[src/rtl/uart_mmio.sv]
// uart_mmio: memory-mapped 8N1 UART for the CPU MEM stage.
// Registers (byte addresses):
//   0x4000_0018 TXD  write starts a frame when idle; read returns last accepted byte
//   0x4000_001C RXD  read returns received byte and clears rx_valid
//   0x4000_0020 CON  read {frame_err, overrun, tx_busy, rx_valid, 0} in bits 4..0;
//                    write bit3 clears overrun, bit4 clears frame_err
// Ports:
//   clk, rst (async active-low)
//   MemRead, MemWrite, Address, Write_data : MEM-stage bus, already decoded
//   Read_data : combinational load data (0 when no read or undecoded)
//   uart_rx   : asynchronous serial input
//   uart_tx   : registered serial output
module uart_mmio #(
  parameter int unsigned CLKS_PER_BIT = 10417
) (
  input  logic        clk,
  input  logic        rst,
  input  logic        MemRead,
  input  logic        MemWrite,
  input  logic [31:0] Address,
  input  logic [31:0] Write_data,
  output logic [31:0] Read_data,
  input  logic        uart_rx,
  output logic        uart_tx
);

  localparam logic [31:0] ADDR_TXD = 32'h4000_0018;
  localparam logic [31:0] ADDR_RXD = 32'h4000_001C;
  localparam logic [31:0] ADDR_CON = 32'h4000_0020;

  localparam logic [15:0] BIT_LAST = 16'(CLKS_PER_BIT - 1);
  localparam logic [15:0] BIT_HALF = 16'(CLKS_PER_BIT / 2);

  typedef enum logic [1:0] {T_IDLE, T_START, T_DATA, T_STOP} tx_state_e;
  typedef enum logic [1:0] {R_IDLE, R_START, R_DATA, R_STOP} rx_state_e;

  // TX state
  tx_state_e   tx_state_q, tx_state_d;
  logic [15:0] tx_cnt_q, tx_cnt_d;
  logic [2:0]  tx_idx_q, tx_idx_d;
  logic [7:0]  txd_q, txd_d;
  logic        tx_q, tx_d;

  // RX state
  logic        rx_sync1_q, rx_sync2_q;
  rx_state_e   rx_state_q, rx_state_d;
  logic [15:0] rx_cnt_q, rx_cnt_d;
  logic [2:0]  rx_idx_q, rx_idx_d;
  logic [7:0]  rx_shift_q, rx_shift_d;
  logic [7:0]  rx_byte_q, rx_byte_d;
  logic        rx_valid_q, rx_valid_d;
  logic        overrun_q, overrun_d;
  logic        frame_err_q, frame_err_d;

  logic        byte_latch;
  logic        frame_set;

  logic        sel_txd, sel_rxd, sel_con;
  logic        wr_txd, rd_rxd, wr_con;
  logic        tx_busy;
  logic        unused_wdata;

  assign sel_txd = (Address == ADDR_TXD);
  assign sel_rxd = (Address == ADDR_RXD);
  assign sel_con = (Address == ADDR_CON);
  assign wr_txd  = MemWrite & sel_txd;
  assign rd_rxd  = MemRead & sel_rxd;
  assign wr_con  = MemWrite & sel_con;
  assign tx_busy = (tx_state_q != T_IDLE);
  assign uart_tx = tx_q;
  assign unused_wdata = ^Write_data[31:8];

  // Transmit FSM; a TXD write is only honoured in T_IDLE, so a write in the
  // final stop cycle is dropped because the state is still T_STOP.
  always_comb begin
    tx_state_d = tx_state_q;
    tx_cnt_d   = tx_cnt_q;
    tx_idx_d   = tx_idx_q;
    txd_d      = txd_q;
    tx_d       = tx_q;
    unique case (tx_state_q)
      T_IDLE: begin
        tx_d = 1'b1;
        if (wr_txd) begin
          txd_d      = Write_data[7:0];
          tx_d       = 1'b0;
          tx_cnt_d   = '0;
          tx_state_d = T_START;
        end
      end
      T_START: begin
        if (tx_cnt_q == BIT_LAST) begin
          tx_cnt_d   = '0;
          tx_idx_d   = '0;
          tx_d       = txd_q[0];
          tx_state_d = T_DATA;
        end else begin
          tx_cnt_d = tx_cnt_q + 16'd1;
        end
      end
      T_DATA: begin
        if (tx_cnt_q == BIT_LAST) begin
          tx_cnt_d = '0;
          if (tx_idx_q == 3'd7) begin
            tx_d       = 1'b1;
            tx_state_d = T_STOP;
          end else begin
            tx_idx_d = tx_idx_q + 3'd1;
            tx_d     = txd_q[tx_idx_q + 3'd1];
          end
        end else begin
          tx_cnt_d = tx_cnt_q + 16'd1;
        end
      end
      T_STOP: begin
        if (tx_cnt_q == BIT_LAST) begin
          tx_cnt_d   = '0;
          tx_d       = 1'b1;
          tx_state_d = T_IDLE;
        end else begin
          tx_cnt_d = tx_cnt_q + 16'd1;
        end
      end
      default: begin
        tx_d       = 1'b1;
        tx_state_d = T_IDLE;
      end
    endcase
  end

  // Receive FSM; samples are taken at mid-bit, aligned by the half-bit wait
  // in R_START, then every full bit period thereafter.
  always_comb begin
    rx_state_d = rx_state_q;
    rx_cnt_d   = rx_cnt_q;
    rx_idx_d   = rx_idx_q;
    rx_shift_d = rx_shift_q;
    byte_latch = 1'b0;
    frame_set  = 1'b0;
    unique case (rx_state_q)
      R_IDLE: begin
        if (!rx_sync2_q) begin
          rx_cnt_d   = '0;
          rx_state_d = R_START;
        end
      end
      R_START: begin
        if (rx_cnt_q == BIT_HALF) begin
          rx_cnt_d = '0;
          if (rx_sync2_q) begin
            rx_state_d = R_IDLE;
          end else begin
            rx_idx_d   = '0;
            rx_state_d = R_DATA;
          end
        end else begin
          rx_cnt_d = rx_cnt_q + 16'd1;
        end
      end
      R_DATA: begin
        if (rx_cnt_q == BIT_LAST) begin
          rx_cnt_d   = '0;
          rx_shift_d = {rx_sync2_q, rx_shift_q[7:1]};
          if (rx_idx_q == 3'd7) begin
            rx_state_d = R_STOP;
          end else begin
            rx_idx_d = rx_idx_q + 3'd1;
          end
        end else begin
          rx_cnt_d = rx_cnt_q + 16'd1;
        end
      end
      R_STOP: begin
        if (rx_cnt_q == BIT_LAST) begin
          rx_cnt_d   = '0;
          rx_state_d = R_IDLE;
          if (rx_sync2_q) begin
            byte_latch = 1'b1;
          end else begin
            frame_set = 1'b1;
          end
        end else begin
          rx_cnt_d = rx_cnt_q + 16'd1;
        end
      end
      default: rx_state_d = R_IDLE;
    endcase
  end

  // Status flags: a flag set always overrides a same-cycle clear, and a new
  // byte overrides a same-cycle RXD read (which then counts as an overrun).
  always_comb begin
    rx_byte_d   = byte_latch ? rx_shift_q : rx_byte_q;
    rx_valid_d  = rx_valid_q;
    overrun_d   = overrun_q;
    frame_err_d = frame_err_q;
    if (rd_rxd) rx_valid_d = 1'b0;
    if (byte_latch) rx_valid_d = 1'b1;
    if (wr_con && Write_data[3]) overrun_d = 1'b0;
    if (byte_latch && rx_valid_q) overrun_d = 1'b1;
    if (wr_con && Write_data[4]) frame_err_d = 1'b0;
    if (frame_set) frame_err_d = 1'b1;
  end

  always_comb begin
    Read_data = '0;
    if (MemRead) begin
      if (sel_txd) begin
        Read_data = {24'b0, txd_q};
      end else if (sel_rxd) begin
        Read_data = {24'b0, rx_byte_q};
      end else if (sel_con) begin
        Read_data = {27'b0, frame_err_q, overrun_q, tx_busy, rx_valid_q, 1'b0};
      end
    end
  end

  always_ff @(posedge clk or negedge rst) begin
    if (!rst) begin
      tx_state_q  <= T_IDLE;
      tx_cnt_q    <= '0;
      tx_idx_q    <= '0;
      txd_q       <= '0;
      tx_q        <= 1'b1;
      rx_sync1_q  <= 1'b1;
      rx_sync2_q  <= 1'b1;
      rx_state_q  <= R_IDLE;
      rx_cnt_q    <= '0;
      rx_idx_q    <= '0;
      rx_shift_q  <= '0;
      rx_byte_q   <= '0;
      rx_valid_q  <= 1'b0;
      overrun_q   <= 1'b0;
      frame_err_q <= 1'b0;
    end else begin
      tx_state_q  <= tx_state_d;
      tx_cnt_q    <= tx_cnt_d;
      tx_idx_q    <= tx_idx_d;
      txd_q       <= txd_d;
      tx_q        <= tx_d;
      rx_sync1_q  <= uart_rx;
      rx_sync2_q  <= rx_sync1_q;
      rx_state_q  <= rx_state_d;
      rx_cnt_q    <= rx_cnt_d;
      rx_idx_q    <= rx_idx_d;
      rx_shift_q  <= rx_shift_d;
      rx_byte_q   <= rx_byte_d;
      rx_valid_q  <= rx_valid_d;
      overrun_q   <= overrun_d;
      frame_err_q <= frame_err_d;
    end
  end

endmodule

[config.mk]
export PLATFORM = sky130hd
export DESIGN_NAME = uart_mmio
export DESIGN_NICKNAME = d
export VERILOG_FILES = /design/src/rtl/uart_mmio.sv
export SDC_FILE = /design/constraint.sdc
export NUM_CORES = 1
export LEC_CHECK = 0
export BUFFER_PORTS_ARGS = -buffer_cell sky130_fd_sc_hd__buf_2
export CAP_MARGIN = 25
export CORE_MARGIN = 5
export CORE_UTILIZATION = 25
export DETAILED_ROUTE_END_ITERATION = 12
export GPL_TIMING_DRIVEN = 0
export HOLD_SLACK_MARGIN = 0.03
export PLACE_DENSITY = 0.43
export SETUP_SLACK_MARGIN = 0.05
export SLEW_MARGIN = 10
export SYNTH_ARGS = -nofsm -noshare
export SYNTH_HDL_FRONTEND = slang
export SYNTH_SLANG_ARGS = --single-unit
export TNS_END_PERCENT = 100
[constraint.sdc]
create_clock -name clk -period 6.1 [get_ports clk]
set_clock_uncertainty 0.2 [all_clocks]
set_input_delay 0.915 -clock clk [delete_from_list [all_inputs] [get_ports clk]]
set_output_delay 0.915 -clock clk [all_outputs]
set_load 0.01 [all_outputs]
; Word level (Yosys, flattened, before mapping)
; Cells that the tools add are included.
[op_classes]
n_mux = 53
n_addsub = 4
n_eq_ne = 27
n_bitwise = 3
magnitude_cmp = 1
reduce_logical = 20
[ops]
columns = op, count
row1 = $eq A32 B31 Y1 const B, 3
row2 = $mux W16, 5
row3 = $pmux W16 S3, 1
row4 = $add A16 B1 Y16 const B, 2
row5 = $eq A16 B14 Y1 const B, 2
row6 = $pmux W16 S2, 1
row7 = $ne A2 B2 Y1 const B, 13
row8 = $mux W8, 3
row9 = $mux W2, 11
row10 = $mux W3, 7
row11 = $mux W1, 18
row12 = $eq A16 B13 Y1 const B, 1
row13 = $pmux W2 S4, 2
row14 = $reduce_and A5 Y1, 3
row15 = $pmux W3 S2, 2
row16 = $reduce_bool A2 Y1, 6
row17 = $eq A2 B2 Y1 const B, 4
row18 = $add A3 B1 Y3 const B, 2
row19 = $eq A3 B3 Y1 const B, 2
row20 = $mux W5, 1
row21 = $eq A2 B1 Y1 const B, 2
row22 = $logic_not A2 Y1, 2
row23 = $lt A3 B4 Y1 const B, 1
row24 = $pmux W1 S4, 1
row25 = other kinds (8), 13
[word_totals]
in_bits = 69
wordCells = 123
output_inout_bits = 33
register_bits = 72

; Depth between registers and ports, before layout
; Gate-level depths: netlist (run 1).
[depth]
ltp_word = 6
depth_mapped = 9
ltp_nobuf = 7

; Least setup slack after synthesis (run 1)
; OpenSTA, ideal clock, no wires.
[synth_path]
kind = input to output
startpoint = input port Address[2]
endpoint = output port Read_data[1]
t_required_ns = 4.985
n_path_buf = 1
cell_stages = 4
path_slack_ns = 2.738
arrival_time_ns = 2.247
path_cell_list = clkbuf_1 > nor4b_1 > a21oi_1 > nor3_1
[synth_via]
elab_chain_len = 5
elab_cells_between_ends = 7
cone_classes = eq/ne (3) / mux (4)
[synth_rtl]
columns = element, line
row1 = from (decl), 20  ; input logic [31:0] Address,
row2 = $eq A32 B31 Y1, 65  ; assign sel_con = (Address == ADDR_CON);
row3 = $mux W5, 212  ; end else if (sel_con) begin
row4 = $mux W8, 210  ; end else if (sel_rxd) begin
row5 = $mux W8 *, 208  ; if (sel_txd) begin
row6 = $mux W8 *, 207  ; if (MemRead) begin
row7 = to (decl), 22  ; output logic [31:0] Read_data,
; Mark *: on every way between the ends. The rest lies on a longest branch, timed or not.

; Final worst setup path (run 1)
; Ends and elaborated chain as after synthesis.

==> results of run 1 <==
[sequential cells by signal (all words and copies together), names as in the netlist, named ones only]
register     cells
tx_state_q       2
uart_tx          1
rx_valid_q       1
overrun_q        1
rx_cnt_q        16
txd_q            8
rx_idx_q         3
rx_sync1_q       1
tx_idx_q         3
rx_byte_q        8
rx_shift_q       8
frame_err_q      1
rx_sync2_q       1
tx_cnt_q        16
rx_state_q       1
[cell families after synthesis]
kind of cell | after synthesis
other | 1
flip-flops | 72
buffers and inverters | 58
adder cells (fa/ha/maj) | 13
AND/OR/NAND/NOR | 168
AO/OA/AOI/OAI | 94
multiplexers | 36
[layout make-up]
cell class                 count  area [sq um]  share of cell area, %
buffer                        42           274                   5.21
clock buffer                   9           225                   4.28
clock inverter                 7          78.8                   1.50
inverter                      16          60.1                   1.14
multi-input combinational    335          2250                   42.7
sequential                    72          1810                   34.3
tap                          225           282                   5.35
timing repair buffer          53           290                   5.52
[final timing paths]
path                                               from  slack [ns]                      end  cells past startpoint
min in group asynchronous                           rst        0.22  tx_cnt_q[7]$_DFFE_PN0P_                      1
worst min-delay path               rx_sync1_q$_DFF_PN1_        0.15     rx_sync2_q$_DFF_PN1_                      0
max in group asynchronous                           rst        4.89     rx_sync2_q$_DFF_PN1_                      2
worst max register to register  rx_cnt_q[0]$_DFFE_PN0P_        3.43  rx_cnt_q[5]$_DFFE_PN0P_                      8
worst max-delay path                         Address[2]        2.22             Read_data[1]                      5
worst min register to register     rx_sync1_q$_DFF_PN1_        0.15     rx_sync2_q$_DFF_PN1_                      0
[routing by layer]
metal  up-vias  GRT usage (%)
li1       1747              -
met1      1724           13.9
met2        69           17.6
met3        15           2.68
met4         0           4.59
met5         -              0
[through the flow]
| stage | hold WS (ns) | worst slack, ns | area, sq um | instances | util, % |
|---|---|---|---|---|---|
| after global routing | 0.160 | 2.13 | 5260 | 759 | 30.8 |
| after CTS | 0.156 | 2.31 | 5260 | 759 | 30.8 |
| after global placement | 0.145 | 2.31 | 4930 | 742 | 28.9 |
| final | 0.155 | 2.22 | 5260 | 759 | 30.8 |
| after detailed placement | 0.147 | 2.31 | 4960 | 743 | 29.1 |
| after floorplan | 0.145 | 2.74 | 4390 | 465 | - |
[power groups by stage]
stage | clock [mW] | sequential (mW) | combinational [mW]
global placement | 0 | 0.488 | 0.0487
floorplan | 0 | 0.488 | 0.0233
CTS | 0.565 | 0.479 | 0.0515
detailed placement | 0 | 0.488 | 0.0515
global route | 0.584 | 0.479 | 0.0578
finish | 0.545 | 0.479 | 0.0511
[placed cells by master (no fill, tap or decap), types with 4 or more instances in the layout]
cell | netlist | final
a211oi_1 | 4 | 4
a21oi_1 | 9 | 9
a22o_1 | 7 | 7
and3_1 | 7 | 7
buf_2 | 6 | 57
buf_4 | 25 | 26
clkbuf_1 | 9 | 9
clkbuf_16 | 0 | 9
conb_1 | 1 | 24
dfrtp_1 | 69 | 69
ha_1 | 13 | 13
inv_1 | 16 | 16
mux2_2 | 25 | 25
mux2i_1 | 4 | 4
nand2_1 | 42 | 42
nand2b_1 | 5 | 5
nand3_1 | 15 | 15
nand4_1 | 7 | 7
nor2_1 | 31 | 31
nor2b_1 | 7 | 7
nor3_1 | 14 | 14
nor3b_1 | 4 | 4
nor4_1 | 9 | 9
o211ai_1 | 5 | 5
o21ai_0 | 30 | 30
o22ai_1 | 7 | 7
o31ai_1 | 10 | 10
[worst max-delay path, stage by stage]
cell and delay [ns]:
clkbuf_1 0.23, nor4b_1 0.94, a21oi_1 0.21, nor3_1 0.28, buf_2 0.19
==> impl_metrics.csv, run 1 <==
group,metric,value,unit
final_layout,antenna_cells,0,
critical_path,start_kind,"input pin",
pwr,power_frac_comb,4.8,%
clock_tree,cts_buffers,9,
final_layout,nFillCells,1790,
sta,tightest_slew,1.11,ns
status,status,"finished clean",
pwr,pwr-share-seq,44.5,%
sta,finalCritPeriodShare,63.7,%
synth,synth.mux.area_fraction,10.2,%
critical_path,worst_ep_required_time,4.98,ns
synth,synthArstFlopShare,100,%
detailed_routing,drc,0,
sta,slew_headroom,25.7,%
pwr,intPower,0.824,mW
sta,maxSlewViolCount,0,
synth,syn_avg_cell_area,9.73,sq um
pwr,total_power,1.08,mW
sta,finalCriticalPeriod,3.88,ns
grt,grt_pass1_vias,3476,
synth,synth-edff-count,0,
sta,final_hold_viol_count,0,
clock_tree,clk_latency,0.34,ns
pwr,power_density,204,mW/mm^2
floorplanning,io_pins,102,
clock_tree,clock_path_buffers,2,
floorplanning,rows,48,
synth,synth_cells,442,
detailed_routing,vias,3555,
clock_tree,cts.sinks,72,
clock_tree,cts_root_buf,"clkbuf_16",
pwr,power_frac_clock,50.7,%
grt,grtUsageTotal,10.9,%
detailed_routing,wl_met2,5190,microns
pwr,ir_drop,0.125,mV
synth,netlist_top_cells_count,"dfrtp_1 (69), nand2_1 (42), nor2_1 (31)",
synth,yosys.area_share.simple,21.4,%
detailed_routing,via_per_inst,4.68,
synth,ys_types,66,
synth,synth_top_cell_area_share,40.2,%
sta,setup_violations,0,
grt,grt_start_max_net_pins,61,
clock_tree,cts_hold_repair.buffers,0,
detailed_routing,wl_per_cell,14.1,microns
placement,gp_congestion,0.790,
clock_tree,path_clk_slew,0.06,ns
critical_path,crit_path_end_kind,"primary output",
final_layout,fin_nets,611,
critical_path,crit_arrival,2.77,ns
pwr,swShare,23.4,%
placement,port_buffers,52,
detailed_routing,final_antenna_net_count,0,
pwr,p_switching,0.252,mW
synth,synth-seq-area-share,42.0,%
final_layout,drive_gt1_share,27.2,%
synth,ys.flop_type,"dfrtp_1",
clock_tree,post-cts-setup-buffer-count,0,
placement,dp_hpwl,7760,microns
sta,rsz0062_at_grt,"no",
synth,synth_top_area_cell,"dfrtp_1",
worst_hold_path,hold_class,"register to register",
synth,synth_area_leaders,"dfrtp_1 (40%), mux2_2 (6.5%), buf_4 (4.4%)",
synth,synth-adder-area-share,3.78,%
synth,syn_area,0.00430,sq mm
critical_path,worstPathMaxFanout,10,
clock_tree,cts_resized,0,
grt,grt_pass1_wl,17600,microns
sta,max_freq,257,MHz
synth,synth_most_common_cell,"dfrtp_1",
detailed_routing,met1_length,4900,microns
detailed_routing,met3_wirelength,378,microns
floorplanning,die_x,141,microns
clock_tree,cts_tree,"yes",
final_layout,syn_to_final_growth,22.4,%
synth,ys_ff_latch,72,
floorplanning,core,0.0171,sq mm
floorplanning,die_area,0.0199,sq mm
synth,synth_warnings,0,
sta,finalSetupTns,0,ns
critical_path,critPathKind,"input pin to primary output",
detailed_routing,drt-total-wl,10700,microns
synth,synth-xor-area-share,0,%
detailed_routing,dr.pass1.iters,4,
detailed_routing,drtIter0Drc,168,
pwr,power_leakage,2.49,nW
synth,synth_top_family_by_area,"simple AND/OR/NAND/NOR gates",
floorplanning,dieHeight,141,microns
clock_tree,h-tree-depth,3,
grt,gr-total-overflow,0,
synth,synth_compound_area_share,14.8,%
floorplanning,initial_core_util,25.2,%
run,cap_violations,0,
detailed_routing,top_layer,"met4",
grt,grt_antenna_before_repair,0,
Power figures use the tool's default switching activity.
==> inputs of run 2 (changes only) <==
--- a/config.mk
+++ b/config.mk
@@ -5,6 +5,7 @@
 export SDC_FILE = /design/constraint.sdc
 export NUM_CORES = 1
 export LEC_CHECK = 0
+export ABC_AREA = 1
 export BUFFER_PORTS_ARGS = -buffer_cell sky130_fd_sc_hd__buf_2
 export CAP_MARGIN = 25
 export CORE_MARGIN = 5
==> constraint.sdc (replaced) <==
create_clock -name clk -period 3.95 [get_ports clk]
set_clock_uncertainty 0.2 [all_clocks]
set_input_delay 0.5925 -clock clk [delete_from_list [all_inputs] [get_ports clk]]
set_output_delay 0.5925 -clock clk [all_outputs]
set_load 0.01 [all_outputs]
==> run 2 against run 1 <==
- hold slack got worse by 0.0046 ns
- setup slack lost 1.2 ns
- design area is 9.6% higher
- clock power grew 55%
- largest cell class unchanged
- core utilization decreased by 0.13 points
- critical path depth is 2 higher
- global-route usage grew 1.0 points
- power rose by 56%
- first-iteration DRC count shrank 13%
==> impl_metrics.csv, run 2 <==
group,metric,value,unit
status,status,"finished clean",
grt,grtUsageTotal,11.9,%
sta,slew_headroom,56.5,%
floorplanning,io_pins,102,
synth,ys.flop_type,"dfrtp_1",
clock_tree,clock_path_buffers,2,
sta,final_hold_viol_count,0,
critical_path,start_kind,"input pin",
critical_path,r2r_start,"rx_cnt_q[0]$_DFFE_PN0P_",
critical_path,worst_ep_required_time,3.16,ns
clock_tree,path_clk_slew,0.06,ns
final_layout,seq_area,0.00181,sq mm
floorplanning,die_area,0.0220,sq mm
critical_path,critPathKind,"input pin to primary output",
synth,synth-edff-count,0,
run,cap_violations,0,
final_layout,multi_input_area,0.00245,sq mm
sta,max_freq,342,MHz
placement,place_area,0.00545,sq mm
floorplanning,die_x,148,microns
worst_hold_path,holdPathEnd,"rx_sync1_q$_DFF_PN1_",
detailed_routing,via_per_inst,4.26,
sta,setup_violations,0,
floorplanning,initial_core_util,25.4,%
pwr,ir_drop,0.193,mV
placement,gp_congestion,0.820,
final_layout,syn_to_final_growth,20.8,%
synth,synth_top_area_cell,"dfrtp_1",
pwr,power_density,291,mW/mm^2
worst_hold_path,min_delay_path_depth,1,
synth,synth_warnings,0,
detailed_routing,drtIter0Drc,147,
detailed_routing,drt-total-wl,12300,microns
grt,grt_pass1_wl,21300,microns
final_layout,top_regs,"rx_cnt_q x16, tx_cnt_q x16",
detailed_routing,dr.pass1.iters,4,
sta,maxSlewViolCount,0,
final_layout,antenna_cells,0,
synth,syn_area,0.00477,sq mm
clock_tree,cts.sinks,72,
sta,rsz0062_at_grt,"no",
critical_path,crit_path_end_kind,"primary output",
detailed_routing,vias,4253,
worst_hold_path,min-delay-start,"uart_rx",
synth,ys_types,40,
floorplanning,rows,50,
synth,synth_cells,670,
synth,synth-seq-area-share,37.8,%
synth,synthArstFlopShare,100,%
critical_path,ff2ff_path_depth,9,
grt,grt_start_max_net_pins,51,
critical_path,r2r-end,"rx_cnt_q[2]$_DFFE_PN0P_",
synth,netlist_top_cells_count,"nand2_1 (175), nand3_1 (89), inv_1 (87)",
clock_tree,cts_tree,"yes",
synth,ys_ff_latch,72,
grt,grt_pass1_vias,4245,
critical_path,worstPathMaxFanout,6,
sta,hold-worst-slack,0.150,ns
detailed_routing,wl_per_cell,12.3,microns
critical_path,crit_arrival,2.13,ns
final_layout,final_area,0.00576,sq mm
worst_hold_path,hold_class,"input pin to register",
final_layout,final_common_cell,"nand2_1",
synth,synth_area_leaders,"dfrtp_1 (36%), nand2_1 (14%), nand3_1 (9.3%)",
clock_tree,cts_buffers,9,
sta,tightest_slew,0.648,ns
detailed_routing,final_antenna_net_count,0,
grt,grt_antenna_before_repair,0,
synth,synth_most_common_cell,"nand2_1",
sta,finalCriticalPeriod,2.92,ns
sta,finalSetupTns,0,ns
final_layout,final_cells,998,
clock_tree,post-cts-setup-buffer-count,0,
detailed_routing,drc,0,
placement,dp_cells,981,
grt,gr-total-overflow,0,
clock_tree,h-tree-depth,3,
sta,finalCritPeriodShare,74.0,%
floorplanning,core,0.0188,sq mm
final_layout,drive_gt1_share,17.8,%
critical_path,r2r_setup_slack,1.92,ns
final_layout,fin_nets,841,
clock_tree,clk_latency,0.34,ns
synth,synth_top_cell_area_share,36.2,%
clock_tree,cts_root_buf,"clkbuf_16",
placement,dp_hpwl,9530,microns
pwr,power_leakage,2.86,nW
floorplanning,dieHeight,148,microns
placement,port_buffers,53,
final_layout,final_cell_mix,"nand2_1 (175), nand3_1 (89), inv_1 (87)",
final_layout,nFillCells,2083,
synth,syn_avg_cell_area,7.12,sq um
[run 2: cell type report]
type                    instances  area share [%]
repair buffers                 55            5.30
clock inverters                 6            1.17
flip-flops and latches         72            31.3
well taps                     234            5.08
clock buffers                  10            4.15
plain buffers                  35            4.56
inverters                      91            5.95
multi-input cells             495            42.5
[run 2: how the worst max path moves through the flow]
stage / startpoint / end / slack [ns] / cells past startpoint
global route: Address[0] / Read_data[6] / 0.78 / 7
detailed placement: Address[0] / Read_data[5] / 0.99 / 7
global placement: Address[0] / Read_data[0] / 0.92 / 7
finish: Address[0] / Read_data[5] / 1.03 / 7
CTS: tx_state_q[0]$_DFFE_PN0P_ / Read_data[2] / 0.94 / 9
floorplan: Address[0] / Read_data[2] / 1.57 / 7
[run 2: kinds of logic (layout without fill, tap and decap cells)]
group | count (synthesis) | count (layout) | share of synthesized area, %
and+or+nand+nor | 383 | 383 | 36.3
buffers and inverters | 126 | 197 | 12.7
DFF | 72 | 72 | 37.8
AOI/OAI and AO/OA | 62 | 62 | 7.29
adders and majority gates | 13 | 13 | 3.41
xor gates and xnor gates | 13 | 13 | 2.39
other | 1 | 24 | 0.0786
[run 2: layer usage]
layer  vias to the layer above  GRT usage (%)  routed length [microns]  part of all wire (%)
li1                       2282              -                        -                     -
met1                      1887           16.0                     6100                    50
met2                        74           18.9                     5530                    45
met3                        10           3.23                      523                   4.3
met4                         0           3.00                      125                   1.0
met5                         -              0                        0                     0
[run 2: timing repair]
action	CTS	global route
resized for setup	0	0
hold buffers	1	0
endpoints found under the hold margin	20	0
[run 2: where the power goes]
part,internal [mW],switching [mW]
sequential,0.739,0.00113
combinational,0.0400,0.0483
clock,0.508,0.338
total,1.29,0.388
[run 2: through the flow]
stage | power [mW] | setup slack, ns | util, %
5_1_grt | 1.76 | 0.781 | 30.7
6_report | 1.68 | 1.03 | 30.7
3_5_place_dp | 0.843 | 0.990 | 29.0
4_1_cts | 1.71 | 0.939 | 30.7
3_3_place_gp | 0.839 | 0.918 | 28.9
2_1_floorplan | 0.796 | 1.57 | -
[run 2: worst max-delay path, stage by stage]
cell and delay (ns):
buf_2 0.09, inv_1 0.04, nand2_1 0.09, nor3_1 0.52, nand3_1 0.28, o21ai_0 0.31
buf_2 0.19
==> inputs of run 3 (changes only) <==
--- a/config.mk
+++ b/config.mk
@@ -5,7 +5,7 @@
 export SDC_FILE = /design/constraint.sdc
 export NUM_CORES = 1
 export LEC_CHECK = 0
-export ABC_AREA = 1
+export ABC_AREA = 0
 export BUFFER_PORTS_ARGS = -buffer_cell sky130_fd_sc_hd__buf_2
 export CAP_MARGIN = 25
 export CORE_MARGIN = 5
@@ -13,7 +13,7 @@
 export DETAILED_ROUTE_END_ITERATION = 12
 export GPL_TIMING_DRIVEN = 0
 export HOLD_SLACK_MARGIN = 0.03
-export PLACE_DENSITY = 0.43
+export PLACE_DENSITY = 0.45
 export SETUP_SLACK_MARGIN = 0.05
 export SLEW_MARGIN = 10
 export SYNTH_ARGS = -nofsm -noshare
==> constraint.sdc (replaced) <==
create_clock -name clk -period 2.3 [get_ports clk]
set_clock_uncertainty 0.2 [all_clocks]
set_input_delay 0.345 -clock clk [delete_from_list [all_inputs] [get_ports clk]]
set_output_delay 0.345 -clock clk [all_outputs]
set_load 0.01 [all_outputs]
==> run 3 against run 2 <==
- combinational power rose by 70%
- flip-flop and latch count unchanged
- first-iteration DRC count grew 66%
- largest cell class unchanged
- critical endpoint is now rx_cnt_q[14]$_DFFE_PN0P_
- critical path depth is 1 higher
- non-clock buffer count up 23
- sequential share of layout area increased by 0.22 points
- die area down 9.3%
- clock power grew 79%
- global-route usage down 1.1 points
- via count fell by 14%
==> impl_metrics.csv, run 3 (synthesis gave the netlist of run 1 again) <==
group,metric,value,unit
grt,grt_pass1_wl,17500,microns
final_layout,final_common_cell,"dfrtp_1",
floorplanning,io_pins,102,
floorplanning,die_x,141,microns
pwr,intPower,2.32,mW
final_layout,drive_gt1_share,35.3,%
final_layout,multi_input_area,0.00253,sq mm
pwr,power_frac_clock,51.7,%
sta,setup_ws,0.0254,ns
placement,gp_congestion,0.766,
placement,port_buffers,52,
sta,slew_headroom,64.1,%
critical_path,worstPathMaxFanout,5,
critical_path,slowest_stage,"dfrtp_1",
clock_tree,cts.sinks,72,
worst_hold_path,hold_class,"input pin to register",
grt,grt_pass1_vias,3516,
run,cap_violations,0,
floorplanning,initial_core_util,25.2,%
placement,dp_hpwl,7650,microns
floorplanning,dieHeight,141,microns
detailed_routing,drc,0,
pwr,swShare,21.2,%
critical_path,ff2ff_path_depth,8,
pwr,ir_drop,0.339,mV
detailed_routing,final_antenna_net_count,0,
critical_path,crit_chain,"inv_2, ha_4, nor4b_4, nor3b_4, a311oi_4, buf_4, or2_4, a221o_1",
critical_path,r2r_start,"rx_cnt_q[0]$_DFFE_PN0P_",
pwr,power_frac_comb,5.1,%
pwr,power_leakage,2.67,nW
clock_tree,cts_tree,"yes",
sta,tightest_slew,0.538,ns
critical_path,crit_path_end_kind,"register",
final_layout,nFillCells,1773,
floorplanning,rows,48,
critical_path,path_buf_inv,2,
detailed_routing,vias,3643,
grt,grt_start_max_net_pins,50,
final_layout,final_cell_mix,"dfrtp_1 (68), buf_2 (55), nand2_1 (41), buf_4 (41), o21ai_0 (29)",
sta,maxSlewViolCount,0,
critical_path,crit_arrival,2.30,ns
detailed_routing,wl_per_cell,13.9,microns
pwr,total_power,2.95,mW
status,status,"finished clean",
sta,finalCritPeriodShare,98.9,%
sta,setup_violations,0,
detailed_routing,drtIter0Drc,244,
sta,hold-worst-slack,0.0447,ns
grt,grtUsageTotal,10.8,%
critical_path,r2r_setup_slack,0.03,ns
final_layout,top_regs,"rx_cnt_q x16, tx_cnt_q x16",
grt,grt_antenna_before_repair,0,
placement,dp_slack,-0.311,ns
sta,final_hold_viol_count,0,
sta,max_freq,440,MHz
critical_path,critPathTopFamily,"simple AND/OR/NAND/NOR gates",
critical_path,critPathKind,"register to register",
final_layout,syn_to_final_growth,33.2,%
pwr,power_density,514,mW/mm^2
final_layout,fin_nets,629,
clock_tree,cts_buffers,9,
critical_path,crit_cells,8,
clock_tree,h-tree-depth,3,
clock_tree,clock_path_buffers,2,
clock_tree,path_clk_slew,0.06,ns
sta,finalCriticalPeriod,2.27,ns
sta,rsz0062_at_grt,"yes",
detailed_routing,dr.pass1.iters,4,
floorplanning,die_area,0.0199,sq mm
critical_path,cp-endpoint,"rx_cnt_q[14]$_DFFE_PN0P_",
detailed_routing,drt-total-wl,10800,microns
grt,gr-total-overflow,0,
pwr,p_switching,0.626,mW
critical_path,cpPeakStageDelay,0.39,ns
final_layout,seq_area,0.00181,sq mm
critical_path,start_kind,"register",
critical_path,r2r-end,"rx_cnt_q[14]$_DFFE_PN0P_",
clock_tree,cts_root_buf,"clkbuf_16",
critical_path,startpoint,"rx_cnt_q[0]$_DFFE_PN0P_",
floorplanning,core,0.0171,sq mm
critical_path,worst_ep_required_time,2.32,ns
pwr,pwr-share-seq,43.2,%
final_layout,antenna_cells,0,
clock_tree,clk_latency,0.34,ns
detailed_routing,via_per_inst,4.69,
run 3: layer usage:
| metal | GRT usage, % | vias up | wire, microns |
|---|---|---|---|
| met5 | 0 | - | 0 |
| met2 | 17.7 | 47 | 5380 |
| li1 | - | 1792 | - |
| met4 | 2.70 | 0 | 116 |
| met3 | 3.29 | 13 | 385 |
| met1 | 13.8 | 1791 | 4960 |
run 3: worst reg2reg max path: cells and delay by family, from the launching register on:
family,cells,cell delay (ns)
and+or+nand+nor,3,0.72
AOI/OAI and AO/OA,2,0.45
DFF,1,0.39
buffers and inverters,2,0.27
adders and majority gates,1,0.12
run 3: worst min path at each step:
| stage | cells after the start | endpoint | from | slack [ns] |
|---|---|---|---|---|
| detailed placement | 1 | rx_shift_q[4]$_DFFE_PN0P_ | rst | 0.08 |
| global route | 2 | txd_q[1]$_DFFE_PN0P_ | Write_data[1] | 0.03 |
| CTS | 2 | txd_q[1]$_DFFE_PN0P_ | Write_data[1] | 0.03 |
| global placement | 0 | rx_sync2_q$_DFF_PN1_ | rx_sync1_q$_DFF_PN1_ | 0.15 |
| finish | 2 | txd_q[1]$_DFFE_PN0P_ | Write_data[1] | 0.04 |
| floorplan | 0 | asynchronous set/reset pin | rst | -0.15 |
run 3: stage by stage:
stage	area, sq um	setup TNS [ns]	cells	utilization [%]
after floorplan	4400	0	465	-
after global placement	4950	-7.60	742	29.0
after detailed placement	4980	-7.53	743	29.2
after CTS	5500	0	772	32.2
after global routing	5730	-0.133	777	33.6
final	5730	0	777	33.6
run 3: timing repair:
action                     in CTS  in global routing
setup endpoints to repair      47                 59
pin swaps                       8                 10
hold buffers                    5                  0
resized for setup              21                 41
cloned                          0                  0
setup buffers                   9                  5
hold endpoints to repair       27                  0
run 3: power groups by stage:
stage                     Sequential [mW]  Clock, mW  Combinational, mW
final                                1.27       1.52              0.150
after global routing                 1.27       1.62              0.168
after detailed placement             1.29          0              0.136
after floorplan                      1.29          0             0.0618
after global placement               1.29          0              0.128
after CTS                            1.27       1.57              0.144
run 3: area by class of cell:
| type | instances | share of cell area (%) |
|---|---|---|
| Buffer | 41 | 4.98 |
| Clock buffer | 11 | 4.24 |
| Clock inverter | 5 | 1.40 |
| Inverter | 16 | 1.05 |
| Multi-Input combinational cell | 335 | 44.1 |
| Sequential cell | 72 | 31.5 |
| Tap cell | 225 | 4.91 |
| Timing Repair Buffer | 72 | 7.78 |
